`src/rtl/fir_sym_mac.sv`:
```
// fir_sym_mac: symmetric FIR filter for unsigned samples using one
// time-multiplexed multiplier. Coefficient memory is writable at run time.
// Each accepted sample produces one rounded, saturated output after M+1
// accumulate/output cycles, where M=(TAPS+1)/2.
//
// Ports:
//   clk        system clock, all state on posedge
//   reset      asynchronous active-high reset, restores default coefficients
//   in_valid   sample offered
//   in_data    unsigned input sample
//   in_ready   block can accept a sample (IDLE and no clear)
//   coef_we    coefficient write strobe
//   coef_addr  coefficient index; c[k] weights taps k and TAPS-1-k
//   coef_data  signed coefficient value
//   coef_err   one-cycle pulse: the previous write was dropped
//   clear      synchronous flush of delay line and abort of computation
//   out_valid  one-cycle pulse, out_data updated
//   out_data   filtered sample, unsigned and saturated; held between outputs
module fir_sym_mac #(
    parameter int DATA_W    = 10,
    parameter int TAPS      = 31,
    parameter int COEF_W    = 16,
    parameter int COEF_FRAC = 14
) (
    input  logic                                 clk,
    input  logic                                 reset,
    input  logic                                 in_valid,
    input  logic [DATA_W-1:0]                    in_data,
    output logic                                 in_ready,
    input  logic                                 coef_we,
    input  logic [$clog2((TAPS+1)/2)-1:0]        coef_addr,
    input  logic signed [COEF_W-1:0]             coef_data,
    output logic                                 coef_err,
    input  logic                                 clear,
    output logic                                 out_valid,
    output logic [DATA_W-1:0]                    out_data
);

    localparam int M      = (TAPS + 1) / 2;
    localparam int AW     = $clog2(M);
    localparam int VW     = $clog2(TAPS);
    localparam int PROD_W = DATA_W + COEF_W + 2;
    localparam int ACC_W  = PROD_W + $clog2(M);
    localparam int ROUND  = 1 << (COEF_FRAC - 1);

    localparam logic signed [ACC_W:0]   MAXV     = (ACC_W+1)'((1 << DATA_W) - 1);
    localparam logic signed [COEF_W-1:0] COEF_ONE = COEF_W'(1 << COEF_FRAC);

    typedef enum logic [1:0] {IDLE, ACCUM, OUT} state_t;

    state_t state, state_nxt;

    logic [DATA_W-1:0]        v [TAPS];
    logic signed [COEF_W-1:0] c [M];
    logic signed [ACC_W-1:0]  acc;
    logic [AW-1:0]            idx;

    logic                     accept;
    logic                     coef_ok;
    logic                     last;
    logic [VW-1:0]            lo_i;
    logic [VW-1:0]            hi_i;
    logic [DATA_W:0]          pair;
    logic signed [PROD_W-1:0] prod;
    logic signed [ACC_W:0]    sum_r;
    logic signed [ACC_W:0]    rnd;
    logic [DATA_W-1:0]        sat;

    assign in_ready = (state == IDLE) && !clear;
    assign accept   = in_valid && in_ready;
    assign coef_ok  = coef_we && (state == IDLE) && (32'(coef_addr) < 32'(M));
    assign last     = (idx == AW'(M - 1));

    // State register
    always_ff @(posedge clk or posedge reset) begin
        if (reset) begin
            state <= IDLE;
        end else begin
            state <= state_nxt;
        end
    end

    // Next-state logic; clear overrides every transition
    always_comb begin
        state_nxt = state;
        case (state)
            IDLE:    if (accept) state_nxt = ACCUM;
            ACCUM:   if (last)   state_nxt = OUT;
            OUT:     state_nxt = IDLE;
            default: state_nxt = IDLE;
        endcase
        if (clear) state_nxt = IDLE;
    end

    // One multiply per cycle: symmetric pair sum, or the centre tap alone
    always_comb begin
        lo_i = VW'(idx);
        hi_i = VW'(TAPS - 1) - lo_i;
        if (last) begin
            pair = {1'b0, v[M-1]};
        end else begin
            pair = {1'b0, v[lo_i]} + {1'b0, v[hi_i]};
        end
        prod = c[idx] * $signed({1'b0, pair});
    end

    // Round half up, drop fraction, clamp to the unsigned output range
    always_comb begin
        sum_r = (ACC_W+1)'(acc) + (ACC_W+1)'(ROUND);
        rnd   = sum_r >>> COEF_FRAC;
        if (rnd[ACC_W]) begin
            sat = '0;
        end else if (rnd > MAXV) begin
            sat = '1;
        end else begin
            sat = rnd[DATA_W-1:0];
        end
    end

    // Datapath, coefficient memory and output registers
    always_ff @(posedge clk or posedge reset) begin
        if (reset) begin
            for (int unsigned i = 0; i < TAPS; i++) v[i] <= '0;
            for (int unsigned i = 0; i < M - 1; i++) c[i] <= '0;
            c[M-1]    <= COEF_ONE;
            acc       <= '0;
            idx       <= '0;
            out_valid <= 1'b0;
            out_data  <= '0;
            coef_err  <= 1'b0;
        end else begin
            out_valid <= 1'b0;
            coef_err  <= coef_we && !coef_ok;
            if (coef_ok) c[coef_addr] <= coef_data;

            if (clear) begin
                for (int unsigned i = 0; i < TAPS; i++) v[i] <= '0;
                acc <= '0;
                idx <= '0;
            end else begin
                case (state)
                    IDLE: begin
                        if (accept) begin
                            v[0] <= in_data;
                            for (int unsigned i = 1; i < TAPS; i++) v[i] <= v[i-1];
                            acc <= '0;
                            idx <= '0;
                        end
                    end
                    ACCUM: begin
                        acc <= acc + ACC_W'(prod);
                        if (!last) idx <= idx + 1'b1;
                    end
                    OUT: begin
                        out_data  <= sat;
                        out_valid <= 1'b1;
                    end
                    default: ;
                endcase
            end
        end
    end

endmodule
```
`config.mk`:
```
export PLATFORM = sky130hd
export DESIGN_NAME = fir_sym_mac
export DESIGN_NICKNAME = d
export VERILOG_FILES = /design/src/rtl/fir_sym_mac.sv
export SDC_FILE = /design/constraint.sdc
export NUM_CORES = 2
export LEC_CHECK = 0
export BUFFER_PORTS_ARGS = -buffer_cell sky130_fd_sc_hd__buf_2
export CORE_ASPECT_RATIO = 0.6
export CORE_UTILIZATION = 55
export CTS_CLUSTER_DIAMETER = 30
export DETAILED_ROUTE_END_ITERATION = 8
export PLACE_DENSITY = 0.77
export SYNTH_ARGS = -nofsm -noshare
export SYNTH_HDL_FRONTEND = slang
export SYNTH_SLANG_ARGS = --single-unit
```
`constraint.sdc`:
```
create_clock -name clk -period 26.4 [get_ports clk]
set_input_delay 5.28 -clock clk [delete_from_list [all_inputs] [get_ports clk]]
set_output_delay 5.28 -clock clk [all_outputs]
set_load 0.05 [all_outputs]
```
# Word level (Yosys, flattened, before mapping)
# Index checks and enable logic that the tools add are counted.
[word_totals] register_bits=616 in_bits=35 wordCells=123
[classes] addsub=5 n_mul=1 order_cmp=6 eq_ne=6 muxes=31 bitwise_logic=5 reduce_logical=16
[ops] op="310-bit two-way mux" n=3
[ops] op="256-bit bitwise mux" n=1
[ops] op="10-bit binary-select mux with 5-bit select" n=2
[ops] op="16-bit binary-select mux with 4-bit select" n=1
[ops] op="16-bit demux with 4-bit select" n=1
[ops] op="32-bit two-way mux" n=2
[ops] op="32-bit case mux with 2 select lines" n=1
[ops] op="10-bit two-way mux" n=6
[ops] op="16-bit two-way mux" n=3
[ops] op="32-bit by 15-bit adder with 33-bit output, second input constant" n=1
[ops] op="32-bit by 28-bit adder with 32-bit output" n=1
[ops] op="16-bit by 12-bit multiplier with 28-bit output" n=1
[ops] op="19-bit by 11-bit greater-than comparator with 1-bit output, second input constant" n=1
[ops] op="6-bit >= comparator, second input constant" n=2
[ops] op="4-bit two-way mux" n=3
[ops] op="10-bit by 10-bit adder with 11-bit output" n=1
[ops] op="11-bit two-way mux" n=1
[ops] op="5-bit >= comparator, second input constant" n=2
[ops] op="4-bit inverter with 5-bit output" n=2
[ops] op="3-bit != test, second input constant" n=3
[ops] op="4-bit case mux with 2 select lines" n=1
[ops] op="2-bit AND reduction" n=4
[ops] op="2-bit two-way mux" n=3
[ops] op="4-bit inverter with 6-bit output" n=1
[ops] op="other kinds (16)" n=23

# Depth between registers and ports, before layout
[logic_depth] depth_word=11 ltp_mapped=38 ltp_nobuf=34

# Least setup slack after synthesis
# Ideal clock, no wire load.
[synth_path] path_kind="input to output" startpoint="input clear" endpoint="output in_ready" t_arrival_ps=6499 t_required_ps=21120 slack_ps=14621 cell_stages=2 path_buffers=1 cell_sequence="clkbuf_1 nor3_1"
[synth_between] elab_chain_cells=2
[synth_rtl] item="start, declared" line="34" source="input logic clear,"
[synth_rtl] item="1-bit zero test" line="69" source="assign in_ready = (state == IDLE) && !clear;"
[synth_rtl] item="1-bit logical AND" line="69"
[synth_rtl] item="end, declared" line="29" source="output logic in_ready,"
# Every way passes these cells.

# Worst setup path in the final report
# Same ends and word-level chain as after synthesis.

==> impl_metrics.csv <==
group,metric,value,unit
worst_setup_path,critical_path_class,"input port to output pin",
floorplanning,rows,72,
cts,cts_setup_buffers,0,
synth,ys_seq_area_share,42.4,%
placement,port_buffers,47,
floorplanning,die_w,334,um
finish,fillCellCount,4756,
synth,synth_area_per_cell,12.6,um^2
hold_path,min_path_type,"flip-flop to flip-flop",
sta,fin_crit,11.19,ns
sta,setup_viol,0,
floorplanning,coreArea,64900,um^2
routing,drtIter0Drc,2196,
cts,clock_sinks,616,
synth,synth_top_area_cell,"dfrtp_1",
sta,final-hold-violation-count,0,
job,cap_violations,0,
worst_setup_path,crit_path_start_kind,"input port",
sta,tns,0,ns
cts,root_buffer,"clkbuf_16",
global_routing,grt_max_degree,235,
synth,synthCells,2876,
pwr,powerDensity,104,nW/um^2
placement,hpwl,56600,um
routing,remaining_drc_errors,0,
global_routing,antenna_found_initial,6,
routing,first_pass_iters,6,
synth,yosysWarnings,0,
sta,slew_headroom,5.58,%
synth,synth_cell_types,77,
cts,clk_latency,0.67,ns
worst_setup_path,cp_slowest_stage_delay,0.29,ns
cts,cts_hold_buf,0,
synth,synth_flop_cell,"dfrtp_1",
worst_setup_path,cp_max_fo,9,
worst_setup_path,cp.buffers_inverters,2,
worst_setup_path,endpoint_kind,"output pin",
cts,cts_tree,"yes",
routing,num_vias,23900,
global_routing,grt_remaining_overflow,0,
cts,cts_made_buffers,93,
synth,synth_edf_count,0,
sta,fmax,0.0893,GHz
routing,drt_wl_total,87400,um
placement,gp_congestion,0.919,
worst_setup_path,path_cells,"buf_2 > nor3_1 > buf_2",
routing,detail-route-antenna-nets,0,
cts,h-tree-depth,3,
global_routing,grt_util_all_layers,27.0,%
synth,yosys.area.top_type_share,42.4,%
worst_setup_path,cp.required,21.12,ns
sta,worst_pin_slew,1.41,ns
finish,drive_above_1_share,23.5,%
cts,clkTransAtPathRegs,0.06,ns
synth,syn-num-nets,3202,
routing,wl_per_cell,23.1,um
finish,multi_input_area,19000,um^2
routing,via_per_inst,6.30,
sta,slew_violations,0,
sta,finalCritPeriodShare,42.4,%
worst_setup_path,slowest_stage,"buf_2",
cts,cts_resized,0,
outcome,status,"completed",
worst_setup_path,critPathTopFamily,"buffers and inverters",
sta,hold_slack,0.482,ns
sta,finClkSkew,0.0347,ns
cts,clockBufferDepth,3,
synth,netlist_top_cells_area,"dfrtp_1 (42%), fa_1 (11%), mux4_2 (10%)",
sta,rsz0062_at_grt,"no",
pwr,max-vdd-ir-drop,0.0937,mV
synth,ys_seq_elements,616,
synth,synth_top_cells_by_count,"dfrtp_1 (615), a22o_1 (315), nand2_1 (259)",
floorplanning,ios,48,
worst_setup_path,crit_top_cell,"buf_2",
synth,async_flop_share,100,%
global_routing,first_global_vias,25000,
global_routing,grt_pass1_wl,142000,um
floorplanning,start_util,56.0,%
finish,area_growth,11.2,%
synth,yosysMostFrequentCell,"dfrtp_1",
worst_setup_path,cp_data_arrival_time,5.91,ns
pwr,p_leak,18.5,nW
floorplanning,die_h,201,um
finish,nNetsFinal,3179,
synth,synth.cell_area,36300,um^2
floorplanning,dieArea,67100,um^2
finish,seqCellArea,15400,um^2
## layout by cell type, fill, tap and decap left out, types with 10 or more instances in the layout
master and count:
fa_1 205, buf_4 35, nand3_1 18, ha_1 85, a22o_1 315, clkinvlp_4 17, a21oi_2 10, bufinv_16 11
nand2b_1 10, o21ai_1 14, mux4_2 166, inv_6 14, mux2i_1 37, nand2_1 259, mux2_2 222, nand4_1 12
and2_1 23, xor2_1 18, nor2_1 29, a211oi_1 11, inv_1 257, clkinv_4 12, a21o_1 14, dfrtp_1 612
mux2_1 37, a21oi_1 66, o21ai_0 45, clkbuf_16 93, nor2b_1 41, xnor2_1 27, buf_2 47, o221ai_1 14
## worst paths after layout
check | start | endpoint | slack [ns] | cells past startpoint
min in group asynchronous | reset | v[62] | 4.78 | 2
min | c[232] | c[232] | 0.48 | 1
min reg2reg | c[232] | c[232] | 0.48 | 1
max reg2reg | idx[1] | acc[29] | 15.32 | 31
max in group asynchronous | reset | v[51] | 18.26 | 5
max | clear | in_ready | 15.21 | 3
## where the power goes
group | internal [mW] | leakage, nW | switching (mW) | total, mW
Combinational | 0.739 | 8.72 | 1.05 | 1.79
Clock | 0.785 | 1.58 | 0.508 | 1.29
Sequential | 1.06 | 8.20 | 0.0776 | 1.14
Total | 2.58 | 18.5 | 1.64 | 4.22
## stage by stage
step                power [mW]  area (um^2)  worst slack [ns]  std cells  util (%)
floorplan                 2.49        36300              3.87       2876         -
global placement          2.84        37100             15.20       3609      57.2
detailed placement        2.91        37100             15.21       3609      57.2
CTS                       4.22        40400             15.21       3784      62.3
global route              4.52        40400             14.70       3786      62.3
finish                    4.22        40400             15.21       3787      62.3
## logic make-up after synthesis
kind of cell	after synthesis	share of synthesized area [%]
flip-flops	616	42.4
buffers and inverters	473	5.42
AO/OA/AOI/OAI	544	11.6
AND/OR/NAND/NOR	442	5.75
adder cells (fa/ha/maj)	291	14.3
XOR/XNOR	48	1.20
multiplexers	462	19.3
## per-layer routing
metal	part of all wire [%]	wire, um	up-vias	global-route usage, %
met1	45	39500	12500	41.2
met5	0.027	24	-	0
met4	1.9	1620	4	6.50
li1	-	-	10200	-
met3	9.2	8060	132	7.84
met2	44	38300	975	38.0
## sequential cells by signal, indices dropped and copies added, names as in the netlist
register and count:
v 310, coef_err 1, out_valid 1, idx 4
c 256, out_data 10, state 2, acc 32
## final cells by class
| cell class | instances | area share [%] |
|---|---|---|
| Antenna cell | 3 | 0.0186 |
| Clock buffer | 99 | 5.89 |
| Clock inverter | 76 | 2.34 |
| Inverter | 270 | 2.53 |
| Multi-Input combinational cell | 1787 | 47.1 |
| Sequential cell | 616 | 38.2 |
| Tap cell | 851 | 2.63 |
| Timing Repair Buffer | 85 | 1.38 |
Power figures use the tool's default switching activity.
